<file path="src/rtl/demux_ddr.sv">
// DDR input demux: pairs the high-phase and low-phase halves of din and queues them in a FWFT FIFO.
// Latency: a pair is visible right after the posedge that completes it; the din path is never stalled.
// Backpressure: out_ready pops the head; a pair arriving at a full FIFO without a pop is dropped and flagged.
module demux_ddr #(
   parameter int width = 8,
   parameter int depth = 4
) (
   input  logic                     clock,
   input  logic                     reset_n,
   input  logic                     din_valid,
   input  logic [width-1:0]         din,
   input  logic                     out_ready,
   input  logic                     overflow_clear,
   output logic                     out_valid,
   output logic                     rising_valid,
   output logic [width-1:0]         rising,
   output logic                     falling_valid,
   output logic [width-1:0]         falling,
   output logic                     overflow,
   output logic [$clog2(depth):0]   level
);

   localparam int AW = $clog2(depth);
   localparam int LW = AW + 1;
   localparam logic [LW-1:0] FULL_LVL = LW'(depth);

   typedef struct packed {
      logic             r_vld;
      logic [width-1:0] r_dat;
      logic             f_vld;
      logic [width-1:0] f_dat;
   } pair_t;

   logic             r_valid;
   logic [width-1:0] r_data;
   logic             armed;

   // armed blocks pairing until a negedge has captured a post-reset high phase
   always_ff @(negedge clock or negedge reset_n) begin
      if (!reset_n) begin
         r_valid <= 1'b0;
         r_data  <= '0;
         armed   <= 1'b0;
      end else begin
         r_valid <= din_valid;
         r_data  <= din;
         armed   <= 1'b1;
      end
   end

   pair_t           mem [depth];
   pair_t           in_pair;
   pair_t           head;
   logic [AW-1:0]   wr_ptr;
   logic [AW-1:0]   rd_ptr;
   logic [LW-1:0]   level_nxt;
   logic            push;
   logic            pop;
   logic            full;
   logic            wr_en;
   logic            drop;

   assign in_pair = {r_valid, r_data, din_valid, din};
   assign push    = armed & (r_valid | din_valid);
   assign pop     = out_valid & out_ready;
   assign full    = (level == FULL_LVL);
   assign wr_en   = push & (~full | pop);
   assign drop    = push & full & ~pop;

   always_comb begin
      level_nxt = level;
      if (wr_en && !pop)
         level_nxt = level + LW'(1);
      else if (!wr_en && pop)
         level_nxt = level - LW'(1);
   end

   always_ff @(posedge clock or negedge reset_n) begin
      if (!reset_n) begin
         wr_ptr   <= '0;
         rd_ptr   <= '0;
         level    <= '0;
         overflow <= 1'b0;
      end else begin
         if (wr_en)
            wr_ptr <= wr_ptr + AW'(1);
         if (pop)
            rd_ptr <= rd_ptr + AW'(1);
         level <= level_nxt;
         // a drop in the same cycle as a clear keeps the flag set
         if (drop)
            overflow <= 1'b1;
         else if (overflow_clear)
            overflow <= 1'b0;
      end
   end

   always_ff @(posedge clock) begin
      if (wr_en)
         mem[wr_ptr] <= in_pair;
   end

   assign head          = mem[rd_ptr];
   assign out_valid     = (level != '0);
   assign rising_valid  = out_valid & head.r_vld;
   assign falling_valid = out_valid & head.f_vld;
   assign rising        = out_valid ? head.r_dat : '0;
   assign falling       = out_valid ? head.f_dat : '0;

endmodule

</file>
<file path="config.mk">
export PLATFORM = sky130hd
export DESIGN_NAME = demux_ddr
export DESIGN_NICKNAME = d
export VERILOG_FILES = /design/src/rtl/demux_ddr.sv
export SDC_FILE = /design/constraint.sdc
export NUM_CORES = 1
export LEC_CHECK = 0
export CAP_MARGIN = 20
export CELL_PAD_IN_SITES_DETAIL_PLACEMENT = 1
export CELL_PAD_IN_SITES_GLOBAL_PLACEMENT = 2
export CORE_ASPECT_RATIO = 0.5
export CORE_UTILIZATION = 48
export CTS_BUF_LIST = sky130_fd_sc_hd__clkbuf_8
export CTS_CLUSTER_SIZE = 28
export DETAILED_ROUTE_END_ITERATION = 10
export PLACE_DENSITY_LB_ADDON = 0.05
export SLEW_MARGIN = 20
export SYNTH_ARGS = -nofsm -noshare
export SYNTH_HDL_FRONTEND = slang
export SYNTH_SLANG_ARGS = --single-unit
</file>
<file path="constraint.sdc">
create_clock -name clock -period 5.8 [get_ports clock]
set_input_delay 1.45 -clock clock [delete_from_list [all_inputs] [get_ports clock]]
set_output_delay 1.45 -clock clock [all_outputs]
set_load 0.02 [all_outputs]
</file>
==> flow_summary.ini <==
[clock_network]
numCtsBuffers = 9
cts_root_buf = clkbuf_8
cts_tree = built
post_cts_resized = 0
htree_levels = 3
hold_buffers = 0
cts_num_sinks = 90
cts.path.max_buffers = 2
clk-insertion-delay-late_ns = 0.34
post-cts-setup-buffers = 0
clkTransAtPathRegs_ns = 0.08

[route]
vias = 1597
drc = 0
wl_mm = 5.95
postRouteAntennaNets = 0
drtIter0Drc = 110
wl_per_cell_um = 19.4
drt_pass1_iterations = 4
vias_per_cell = 5.20

[setup_path]
crit_required_ns = 6.06
cp_num_buf_inv = 1
cp.depth = 8
crit_path_max_incr_delay_ns = 0.51
cp_top_family = adder cells
r2r_slack_ns = 0.83
slowest_stage = dfrtn_1
crit_top_cell = xor2_1
crit_chain = o21ai_0 > nor2_2 > ha_1 > inv_1 > fa_1 > xor2_1 > nor2_1 > xor2_1
arrival_ns = 5.23
critPathKind = reg -> reg
regToRegStartpoint = r_valid$_DFF_NN0_
end_kind = register
crit_fanout = 7
reg2regPathDepth = 8
crit_start = r_valid$_DFF_NN0_
startpoint_type = register

[timing]
relSlewSlack_pct = 36.3
final_max_slew_viol_count = 0
tns_ns = 0
hold_viol = 0
rsz0062_at_grt = no
report.final.setup_viol = 0
tightest_slew_ns = 0.955
fin_skew_ns = 0.0196

[power]
power_frac_clock_pct = 17.8
switching_share_pct = 32.0
p_sw_mw = 0.656
p_per_area_nw_per_um2 = 502
power_frac_comb_pct = 38.4
peakVddDrop_mv = 0.245
leakage_nw = 1.42
internal_power_mw = 1.39
p_seq_share_pct = 43.7

[yosys]
synth.avg_cell_area_sq_um = 21.0
synth-xor-area-share_pct = 1.52
syn-num-nets = 183
synth_compound_area_share_pct = 0.508
synth_top_family_by_area = multiplexers
synthCells = 164
synthMuxAreaShare_pct = 12.4
synth-seq-cells = 90
ys_warn_count = 0
synthSimpleGateAreaFrac_pct = 5.55
synth.distinct_cells = 24
synth_adder_area_share_pct = 2.40
seq_area_frac_synth_pct = 75.8
synth_area_sq_um = 3450

[global_routing]
grt_pass1_wl_mm = 9.16
antenna_found_initial = 0
grt_usage_pct = 18.1
grt_remaining_overflow = 0
grt_max_degree = 22
grt_pass1_vias = 1662

[floorplanning]
dieWidth_um = 122
fp.dieH_um = 61.9
row_count = 21
boundaryPins = 36
initial_utilization_pct = 50.7
die_area_sq_um = 7540
core_sq_um = 6810

[min_path]
worstHoldStart = overflow$_DFFE_PN0P_
min_path_type = reg -> reg
min_path_cells = 2

[placement]
placed_cell_area_sq_um = 3910
portBuffers = 35
place.gp.congestion = 0.639
dp_hpwl_mm = 3.83

[finish]
layout.nets = 229
drive_above_1_share_pct = 20.0
areaGrowthSynthToFinish_pct = 18.5
antennaDiodeCount = 0
final_area_sq_um = 4090

[outcome]
outcome = finished clean

[flow_run]
drv_cap = 0
[power groups by stage]
stage	Combinational (mW)	Clock, mW	Sequential [mW]
floorplan	0.513	0	0.880
global placement	0.794	0	0.905
detailed placement	0.800	0	0.914
CTS	0.805	0.379	0.900
global route	0.854	0.401	0.915
finish	0.788	0.365	0.897
[layer usage]
metal / up-vias / global-route usage (%) / wire (um)
met5: - / 0 / 0
met4: 0 / 7.05 / 54
met3: 7 / 5.75 / 178
met2: 27 / 29.3 / 2930
met1: 843 / 23.5 / 2790
li1: 720 / - / -
[cell usage after synthesis]
cell      count  share of area (%)
nand2_1       1               0.11
clkbuf_1      1               0.11
fa_1          1               0.58
nor2_1        1               0.11
dfrtp_1       8                5.8
nand3_2       1               0.29
inv_1         4               0.44
edfxtp_1     72                 63
or3_1         1               0.18
buf_4         1               0.22
o211ai_1      1               0.22
o21ai_0       2               0.29
buf_6         2               0.65
conb_1        1               0.11
ha_1          5                1.8
mux4_2       18                 12
xor2_1        2               0.51
xnor2_1       4                1.0
nor4b_4       1               0.69
and2_1       22                4.0
dfrtn_1      10                7.3
nor2_2        1               0.18
mux2_2        2               0.65
buf_2         2               0.29
[metrics by stage]
stage	hold WS, ns	total power [mW]	setup WS [ns]	instances	util (%)
global route	0.569	2.17	0.670	307	60.0
finish	0.536	2.05	0.830	307	60.0
global placement	0.514	1.70	0.757	291	57.5
detailed placement	0.519	1.71	0.727	291	57.5
CTS	0.541	2.08	0.839	307	60.0
floorplan	0.534	1.39	1.10	164	-
[final timing paths]
check,end
max in group asynchronous,armed$_DFF_NN0_
min reg2reg,overflow$_DFFE_PN0P_
max reg2reg,level[2]$_DFFE_PN0P_
max,level[2]$_DFFE_PN0P_
min,overflow$_DFFE_PN0P_
min in group asynchronous,level[2]$_DFFE_PN0P_
[placed cells by master, fill, tap and decap left out, drive strengths merged]
cell,Yosys,final
and2,22,22
buf,5,6
clkbuf,1,10
clkdlybuf4s50,0,35
clkinv,0,4
conb,1,1
dfrtn,10,10
dfrtp,8,8
edfxtp,72,72
fa,1,1
ha,5,5
inv,4,6
mux2,2,2
mux4,18,18
nand2,1,1
nand3,1,1
nor2,2,2
nor4b,1,1
o211ai,1,1
o21ai,2,2
or3,1,1
xnor2,4,4
xor2,2,2
[area by class of cell]
class                   count  area [sq um]
repair buffers             41           395
inverters                   4          15.0
clock buffers              10           138
multi-input cells          64           776
clock inverters             6          35.0
flip-flops and latches     90          2610
well taps                  92           115
fillers                   614          2720
[tightest hold or removal path, cell delays in order, from the launching register on]
cell and delay (ns):
dfrtp_1 0.38, inv_1 0.05, o21ai_0 0.06
[flip-flops by register name, summed over array words and instances (netlist names)]
name	cells
mem	72
r_data	8
level	3
rd_ptr	2
wr_ptr	2
armed	1
overflow	1
r_valid	1
[kinds of logic (layout without fill, tap and decap cells)]
family	after synthesis	in the layout
other	1	1
XOR/XNOR	6	6
AO/OA/AOI/OAI	3	3
adder cells (fa/ha/maj)	6	6
multiplexers	20	20
AND/OR/NAND/NOR	28	28
flip-flops	90	90
buffers and inverters	10	61
Note: power is estimated with default switching activity, not from simulation.
